--- src/rtl/dm_arbiter_if.sv ---
// Data-memory arbiter bus: CPU and auxiliary request ports plus the shared DM port.
// The arbiter uses the slave modport; requesters and the memory side use master.
interface dm_arbiter_if;
    logic        cpu_req;
    logic        cpu_we;
    logic [31:0] cpu_addr;
    logic [31:0] cpu_wdata;
    logic        cpu_gnt;
    logic        cpu_stall;
    logic        cpu_rvalid;

    logic        aux_req;
    logic        aux_we;
    logic [31:0] aux_addr;
    logic [31:0] aux_wdata;
    logic        aux_lock;
    logic        aux_gnt;
    logic        aux_rvalid;

    logic [31:0] rdata;
    logic        dm_we;
    logic [31:0] dm_addr;
    logic [31:0] dm_wdata;
    logic [31:0] dm_rdata;

    modport slave (
        input  cpu_req, cpu_we, cpu_addr, cpu_wdata,
        input  aux_req, aux_we, aux_addr, aux_wdata, aux_lock,
        input  dm_rdata,
        output cpu_gnt, cpu_stall, cpu_rvalid,
        output aux_gnt, aux_rvalid,
        output rdata, dm_we, dm_addr, dm_wdata
    );

    modport master (
        output cpu_req, cpu_we, cpu_addr, cpu_wdata,
        output aux_req, aux_we, aux_addr, aux_wdata, aux_lock,
        output dm_rdata,
        input  cpu_gnt, cpu_stall, cpu_rvalid,
        input  aux_gnt, aux_rvalid,
        input  rdata, dm_we, dm_addr, dm_wdata
    );
endinterface

--- src/rtl/dm_arbiter.sv ---
// Data-memory arbiter between the CPU Mem stage and an auxiliary loader/DMA port.
// Define DM_ARB_PERF_EN to add the saturating stall/transfer performance counters.
//
// state | meaning
// RR    | round-robin: sole requester wins, on contention the port not in last_q wins
// LOCK  | aux holds DM for a locked burst of up to BURST_MAX consecutive grants
module dm_arbiter #(
    parameter int unsigned BURST_MAX = 4
) (
    input  logic               clk,
    input  logic               reset,
    dm_arbiter_if.slave        bus
`ifdef DM_ARB_PERF_EN
    ,
    output logic [31:0]        perf_cpu_stall,
    output logic [31:0]        perf_aux_xfer
`endif
);

    typedef enum logic {
        RR   = 1'b0,
        LOCK = 1'b1
    } state_t;

    localparam logic       PORT_CPU = 1'b0;
    localparam logic       PORT_AUX = 1'b1;
    localparam logic [3:0] CNT_MAX  = 4'(BURST_MAX);

    state_t      state_q, state_d;
    logic [3:0]  cnt_q, cnt_d;
    logic        last_q, last_d;
    logic        cpu_rvalid_q, aux_rvalid_q;

    logic        cpu_gnt, aux_gnt, cpu_stall;
    logic        lock_cont;

    always_ff @(posedge clk or negedge reset) begin
        if (!reset) begin
            state_q      <= RR;
            cnt_q        <= '0;
            last_q       <= PORT_AUX;
            cpu_rvalid_q <= 1'b0;
            aux_rvalid_q <= 1'b0;
        end else begin
            state_q      <= state_d;
            cnt_q        <= cnt_d;
            last_q       <= last_d;
            cpu_rvalid_q <= cpu_gnt & ~bus.cpu_we;
            aux_rvalid_q <= aux_gnt & ~bus.aux_we;
        end
    end

    // When a burst cannot continue, the same cycle falls back to round-robin,
    // so a CPU waiting behind a capped burst is granted immediately.
    always_comb begin
        lock_cont = (state_q == LOCK) && bus.aux_req && bus.aux_lock && (cnt_q < CNT_MAX);

        cpu_gnt = 1'b0;
        aux_gnt = 1'b0;
        if (lock_cont) begin
            aux_gnt = 1'b1;
        end else if (bus.cpu_req && bus.aux_req) begin
            if (last_q == PORT_AUX) begin
                cpu_gnt = 1'b1;
            end else begin
                aux_gnt = 1'b1;
            end
        end else if (bus.cpu_req) begin
            cpu_gnt = 1'b1;
        end else if (bus.aux_req) begin
            aux_gnt = 1'b1;
        end

        last_d = last_q;
        if (cpu_gnt) begin
            last_d = PORT_CPU;
        end
        if (aux_gnt) begin
            last_d = PORT_AUX;
        end

        state_d = RR;
        cnt_d   = '0;
        if (lock_cont) begin
            state_d = LOCK;
            cnt_d   = cnt_q + 4'd1;
        end else if (aux_gnt && bus.aux_lock) begin
            state_d = LOCK;
            cnt_d   = 4'd1;
        end
    end

    always_comb begin
        bus.dm_we    = 1'b0;
        bus.dm_addr  = bus.cpu_addr;
        bus.dm_wdata = bus.cpu_wdata;
        if (aux_gnt) begin
            bus.dm_we    = bus.aux_we;
            bus.dm_addr  = bus.aux_addr;
            bus.dm_wdata = bus.aux_wdata;
        end else if (cpu_gnt) begin
            bus.dm_we    = bus.cpu_we;
        end
    end

    assign cpu_stall      = bus.cpu_req & ~cpu_gnt;
    assign bus.cpu_gnt    = cpu_gnt;
    assign bus.aux_gnt    = aux_gnt;
    assign bus.cpu_stall  = cpu_stall;
    assign bus.cpu_rvalid = cpu_rvalid_q;
    assign bus.aux_rvalid = aux_rvalid_q;
    assign bus.rdata      = bus.dm_rdata;

`ifdef DM_ARB_PERF_EN
    always_ff @(posedge clk or negedge reset) begin
        if (!reset) begin
            perf_cpu_stall <= '0;
            perf_aux_xfer  <= '0;
        end else begin
            if (cpu_stall && (perf_cpu_stall != 32'hFFFF_FFFF)) begin
                perf_cpu_stall <= perf_cpu_stall + 32'd1;
            end
            if (aux_gnt && (perf_aux_xfer != 32'hFFFF_FFFF)) begin
                perf_aux_xfer <= perf_aux_xfer + 32'd1;
            end
        end
    end
`endif

endmodule

--- src/flat_wrapper.sv ---
// flat-port wrapper written by rule: the top's interface ports become plain ports
module dm_arbiter_flat 
#(
    parameter int unsigned BURST_MAX = 4
)
  (clk, reset, bus_cpu_req, bus_cpu_we, bus_cpu_addr, bus_cpu_wdata, bus_aux_req, bus_aux_we, bus_aux_addr, bus_aux_wdata, bus_aux_lock, bus_dm_rdata, bus_cpu_gnt, bus_cpu_stall, bus_cpu_rvalid, bus_aux_gnt, bus_aux_rvalid, bus_rdata, bus_dm_we, bus_dm_addr, bus_dm_wdata);
  dm_arbiter_if bus_i ();
  input  logic clk;
  input  logic reset;
  input wire logic [$bits(bus_i.cpu_req)-1:0] bus_cpu_req;
  input wire logic [$bits(bus_i.cpu_we)-1:0] bus_cpu_we;
  input wire logic [$bits(bus_i.cpu_addr)-1:0] bus_cpu_addr;
  input wire logic [$bits(bus_i.cpu_wdata)-1:0] bus_cpu_wdata;
  input wire logic [$bits(bus_i.aux_req)-1:0] bus_aux_req;
  input wire logic [$bits(bus_i.aux_we)-1:0] bus_aux_we;
  input wire logic [$bits(bus_i.aux_addr)-1:0] bus_aux_addr;
  input wire logic [$bits(bus_i.aux_wdata)-1:0] bus_aux_wdata;
  input wire logic [$bits(bus_i.aux_lock)-1:0] bus_aux_lock;
  input wire logic [$bits(bus_i.dm_rdata)-1:0] bus_dm_rdata;
  output wire logic [$bits(bus_i.cpu_gnt)-1:0] bus_cpu_gnt;
  output wire logic [$bits(bus_i.cpu_stall)-1:0] bus_cpu_stall;
  output wire logic [$bits(bus_i.cpu_rvalid)-1:0] bus_cpu_rvalid;
  output wire logic [$bits(bus_i.aux_gnt)-1:0] bus_aux_gnt;
  output wire logic [$bits(bus_i.aux_rvalid)-1:0] bus_aux_rvalid;
  output wire logic [$bits(bus_i.rdata)-1:0] bus_rdata;
  output wire logic [$bits(bus_i.dm_we)-1:0] bus_dm_we;
  output wire logic [$bits(bus_i.dm_addr)-1:0] bus_dm_addr;
  output wire logic [$bits(bus_i.dm_wdata)-1:0] bus_dm_wdata;
  assign bus_i.cpu_req = bus_cpu_req;
  assign bus_i.cpu_we = bus_cpu_we;
  assign bus_i.cpu_addr = bus_cpu_addr;
  assign bus_i.cpu_wdata = bus_cpu_wdata;
  assign bus_i.aux_req = bus_aux_req;
  assign bus_i.aux_we = bus_aux_we;
  assign bus_i.aux_addr = bus_aux_addr;
  assign bus_i.aux_wdata = bus_aux_wdata;
  assign bus_i.aux_lock = bus_aux_lock;
  assign bus_i.dm_rdata = bus_dm_rdata;
  assign bus_cpu_gnt = bus_i.cpu_gnt;
  assign bus_cpu_stall = bus_i.cpu_stall;
  assign bus_cpu_rvalid = bus_i.cpu_rvalid;
  assign bus_aux_gnt = bus_i.aux_gnt;
  assign bus_aux_rvalid = bus_i.aux_rvalid;
  assign bus_rdata = bus_i.rdata;
  assign bus_dm_we = bus_i.dm_we;
  assign bus_dm_addr = bus_i.dm_addr;
  assign bus_dm_wdata = bus_i.dm_wdata;
  dm_arbiter #(.BURST_MAX(BURST_MAX)) u_core (.clk(clk), .reset(reset), .bus(bus_i));
endmodule
--- config.mk ---
export PLATFORM = sky130hd
export DESIGN_NAME = dm_arbiter_flat
export DESIGN_NICKNAME = d
export VERILOG_FILES = /design/src/rtl/dm_arbiter_if.sv /design/src/rtl/dm_arbiter.sv /design/src/flat_wrapper.sv
export SDC_FILE = /design/constraint.sdc
export NUM_CORES = 1
export LEC_CHECK = 0
export BUFFER_PORTS_ARGS = -buffer_cell sky130_fd_sc_hd__buf_2
export CAP_MARGIN = 20
export CORE_AREA = 3 3 103 105
export CTS_CLUSTER_DIAMETER = 50
export DETAILED_ROUTE_END_ITERATION = 7
export DIE_AREA = 0 0 106 108
export GPL_ROUTABILITY_DRIVEN = 0
export GPL_TIMING_DRIVEN = 0
export PLACE_DENSITY = 0.62
export SLEW_MARGIN = 30
export SYNTH_ARGS = -nofsm -noshare
export SYNTH_HDL_FRONTEND = slang
export SYNTH_SLANG_ARGS = --single-unit
--- constraint.sdc ---
create_clock -name clk -period 2 [get_ports clk]
set_input_delay 0.1 -clock clk [delete_from_list [all_inputs] [get_ports clk]]
set_output_delay 0.1 -clock clk [all_outputs]
set_load 0.1 [all_outputs]
# --- After elaboration in Yosys (flattened, before gate mapping) ---
# Index checks and enable logic that the tools add are counted.
# W data, S select, Z words.
totals:
  reg_bits: 8
  input_bits: 167
  output_inout_bits: 102
  elab_cells: 38
op_classes:
  n_lt_le_gt_ge: 1
  n_addsub: 1
  bitwise: 6
  n_mux: 19
  reduce_logical: 6
ops:
  columns: ["cell", "n"]
  rows:
  - ["$mux W32", 2]
  - ["$mux W1", 16]
  - ["$logic_and A1 B1 Y1", 5]
  - ["$add A4 B1 Y4 const B", 1]
  - ["$lt A4 B3 Y1 const B", 1]
  - ["$mux W4", 1]
  - ["$and A1 B1 Y1", 3]
  - ["$not A1 Y1", 3]
  - ["$reduce_bool A2 Y1", 1]

# --- Longest topological paths before layout ---
logic_depth:
  word_depth: 7
  depth_mapped: 5

# --- Least setup slack after synthesis ---
# OpenSTA, ideal clock, no wires.
synth_timing:
  path_type: "register -> output"
  from: "register u_core.cnt_q[3]"
  to: "output port bus_cpu_stall"
  arrival_time_ps: 2823
  slack_ps: -923
  stages_incl_launch_ff: 4
  cell_sequence: "dfrtp_1 > nor2_2 > nand2_1 > a21boi_0"
synth_via:
  elab_chain_cells: 5
synth_rtl:
  columns: ["element", "line", "rtl"]
  rows:
  - ["start, declared", "dm_arbiter.sv:30", "logic [3:0] cnt_q, cnt_d;"]
  - ["start signal, assigned", "dm_arbiter.sv:46", "cnt_q <= cnt_d;"]
  - ["$lt A4 B3 Y1", "dm_arbiter.sv:56", "lock_cont = (state_q == LOCK) && bus.aux_req && bus.aux_lock && (cnt_q < CNT_MAX);"]
  - ["$logic_and A1 B1 Y1", "dm_arbiter.sv:56", null]
  - ["$mux W1", "dm_arbiter.sv:60", "if (lock_cont) begin"]
  - ["$not A1 Y1", "dm_arbiter.sv:106", "assign cpu_stall = bus.cpu_req & ~cpu_gnt;"]
  - ["$and A1 B1 Y1", "dm_arbiter.sv:106", null]
  - ["end, declared", "flat_wrapper.sv:21", "output wire logic [$bits(bus_i.cpu_stall)-1:0] bus_cpu_stall;"]
# Every way passes these cells.

# --- Worst setup path after layout ---
layout_timing:
  from: "register u_core.last_q"
  to: "output port bus_dm_addr[24]"
layout_via:
  elab_chain_cells: 4
layout_rtl:
  columns: ["element", "line", "rtl"]
  rows:
  - ["start, declared", "dm_arbiter.sv:31", "logic last_q, last_d;"]
  - ["start signal, assigned", "dm_arbiter.sv:47", "last_q <= last_d;"]
  - ["$mux W1", "dm_arbiter.sv:63", "if (last_q == PORT_AUX) begin"]
  - ["$mux W1", "dm_arbiter.sv:62", "end else if (bus.cpu_req && bus.aux_req) begin"]
  - ["$mux W1", "dm_arbiter.sv:60", null]
  - ["$mux W32", "dm_arbiter.sv:97", "if (aux_gnt) begin"]
  - ["end, declared", "flat_wrapper.sv:27", "output wire logic [$bits(bus_i.dm_addr)-1:0] bus_dm_addr;"]
# Every way passes these cells.

==> impl_metrics.toml <==
[yosys]
syn_inst = 136
synth_area_leaders = "mux2_2 47%, buf_4 20%, dfrtp_1 12%"
yosys.area.top_type = "mux2_2"
syn_area_um2 = 1400
ys_seq_area_frac = 0.144
ys_seq_elements = 8
synth_compound_area_frac = 0.0330
synthAdderAreaFrac = 0.00892
synth_top_family_by_area = "multiplexers"
yosysUniqueCellTypes = 25
yosys.area_share.simple = 0.0553
synth_xor_area_frac = 0
synthMuxAreaShare = 0.534
ys_warn_count = 0
synth.top_cell.area_share = 0.474
synth_nets = 304
synth.avg_cell_area_um2 = 10.3

[floorplan]
io_pins = 269
initial_core_util = 0.144
coreArea_um2 = 9730
die_h_um = 108
die-area_um2 = 11400
die_w_um = 106
rows = 36

[timing]
fmaxAchievable_ghz = 0.507
setup_viol = 0
holdWs_ns = 0.0440
finalCriticalPeriod_ns = 1.97
hold_viol_final = 0
fin_crit_sh = 0.986
maxSlewViolCount = 0
rsz0062_at_grt = "true"
layout_setup_ws_ns = 0.0276
skew_ns = 0.00123

[setup_path]
startpoint_type = "flip-flop"
crit_type = "flip-flop to output port"
crit_slowest_cell = "dfstp_2"
end_kind = "output port"
max_stage_delay_ns = 0.54
critPathMaxFanout = 7
cpMostUsedCell = "buf_12"
arrival_ns = 1.87
required_ns = 1.90
path_buf_inv = 4
crit_chain = "a21boi_2, a21oi_4, buf_12, buf_12, buf_12, mux2_4, buf_8"
critPathTopFamily = "buffers and inverters"

[drt]
wl_um = 7170
drt_iter0_drc = 19
firstDrtPassIters = 4
ant_nets = 0
drcViolationCount = 0
routedWlPerCell_um = 14.0
avgViaCountPerCell = 3.72
vias = 1910

[clock_network]
clock-sinks = 8
cts_tree = "yes"
htreeDepth = 1
cts-root-buf = "clkbuf_8"
path_clk_slew_ns = 0.04
clk_latency_ns = 0.22
numCtsBuffers = 3
clk_path_buf_depth = 2

[global_route]
grt_max_degree = 11
grt_overflow = 0
grt_usage = 0.101
grt_first_pass_wirelength_um = 9440
grt_antenna_before_repair = 0
grt_pass1_vias = 1989

[placement]
dp_hpwl_um = 5970
port_buffers = 236
pre_cts_ws_ns = -0.00820

[power]
p_leak_uw = 0.00183
max-vdd-ir-drop_mv = 0.400
p_per_area_nw_per_um2 = 738

[flow_run]
drv_cap = 0

[final_layout]
drive_above_1_share = 0.926
fin_nets = 549
synthToLayoutAreaGrowth_pct = 140
diodes = 0

[min_path]
holdCritPathClass = "primary input to flip-flop"

[run_status]
status = "finished, final reports clean"
## sequential cells by signal (all words and copies together) (netlist names)
signal / cells
u_core.bus.aux_rvalid: 1
u_core.cnt_q: 4
u_core.state_q: 1
u_core.bus.cpu_rvalid: 1
u_core.last_q: 1
## per-stage QoR
step,instance area (um2),setup TNS [ns],total power (uW),util,std cells
after floorplan,1410,-0.160,1730,-,136
after global placement,2760,-0.0463,2030,0.284,505
after detailed placement,2760,-0.0265,2040,0.284,505
after CTS,3100,-0.0199,2380,0.318,511
after global routing,3360,-0.662,2560,0.346,513
final,3360,0,2480,0.346,513
## cells in the final DEF (no fill, tap or decap)
| cell type | netlist | final |
|---|---|---|
| clkbuf_8 | 0 | 3 |
| dfrtp_1 | 7 | 7 |
| nor3_1 | 1 | 1 |
| o21ai_0 | 1 | 1 |
| dlygate4sd3_1 | 0 | 1 |
| inv_1 | 3 | 3 |
| buf_12 | 0 | 6 |
| and3_1 | 2 | 2 |
| and3_4 | 1 | 1 |
| nor2b_1 | 1 | 1 |
| buf_8 | 0 | 3 |
| o22ai_2 | 0 | 1 |
| clkbuf_1 | 0 | 1 |
| a21boi_1 | 0 | 1 |
| ha_1 | 1 | 1 |
| and2_1 | 1 | 1 |
| nor2_1 | 2 | 1 |
| dfstp_2 | 1 | 1 |
| a21boi_2 | 1 | 1 |
| a21oi_4 | 1 | 1 |
| nand2b_1 | 1 | 1 |
| conb_1 | 1 | 1 |
| nand2_1 | 3 | 3 |
| buf_6 | 2 | 63 |
| nand3_1 | 1 | 1 |
| buf_2 | 0 | 170 |
| clkbuf_4 | 0 | 1 |
| clkbuf_16 | 0 | 2 |
| mux2_4 | 5 | 5 |
| nor2_2 | 1 | 2 |
| mux2_2 | 59 | 59 |
| buf_4 | 37 | 33 |
| mux2i_1 | 1 | 1 |
## final timing paths
kind                                            from  cells after the start  slack [ns]                               to
min reg2reg                u_core.cnt_q[0]$_DFF_PN0_                      1        0.45        u_core.cnt_q[0]$_DFF_PN0_
max                        u_core.last_q$_DFFE_PN1P_                      7        0.03                  bus_dm_addr[24]
min                                       bus_aux_we                      2        0.04  u_core.bus.aux_rvalid$_DFF_PN0_
max reg2reg                u_core.last_q$_DFFE_PN1P_                      6        0.67        u_core.last_q$_DFFE_PN1P_
max in group asynchronous                      reset                      2        1.50        u_core.last_q$_DFFE_PN1P_
min in group asynchronous                      reset                      2        0.27        u_core.cnt_q[2]$_DFF_PN0_
## cells in the mapped netlist
cell	number
a21boi_0	1
a21boi_2	1
a21oi_4	1
and2_1	1
and3_1	2
and3_4	1
buf_4	37
buf_6	2
conb_1	1
dfrtp_1	7
dfstp_2	1
ha_1	1
inv_1	3
mux2_2	59
mux2_4	5
mux2i_1	1
nand2_1	3
nand2b_1	1
nand3_1	1
nor2_1	2
nor2_2	1
nor2b_1	1
nor3_1	1
o21ai_0	1
o22ai_1	1
## area by class of cell
class                   instances  area [um2]
flip-flops and latches          8         201
multi-input cells              86         898
fillers                      1010        6370
clock buffers                   4        45.0
repair buffers                240        1700
inverters                       3        11.3
well taps                     133         166
plain buffers                  39         337
## logic make-up (layout without fill, tap and decap cells)
family	after synthesis	after routing
flops	8	8
compound gates	5	5
mux	65	65
other cells	1	1
fa+ha+maj	1	1
buf+inv	42	286
simple gates	14	14
## worst reg2reg max path, delay by kind of cell (launching register included)
| kind | cells | cell delay, ns |
|---|---|---|
| DFF | 1 | 0.54 |
| buffers and inverters | 3 | 0.44 |
| AOI/OAI and AO/OA | 3 | 0.27 |
## repair_timing
action	CTS	global route
hold buffers	1	0
endpoints found under the hold margin	8	0
setup buffers	1	0
cloned	0	2
endpoints found under the setup margin	65	62
resized for setup	91	57
## layer usage
layer	track usage	wire length (um)	share of wire	vias to the layer above
met5	0	0	0	-
met4	0.0194	27	0.0038	0
met3	0.0221	690	0.096	2
met2	0.189	3890	0.54	130
met1	0.120	2560	0.36	847
li1	-	-	-	931
## power by group
part | switching, uW | internal [uW]
Clock | 59.2 | 138
Combinational | 1500 | 606
Sequential | 3.92 | 173
Total | 1570 | 917
Power figures use the tool's default switching activity.
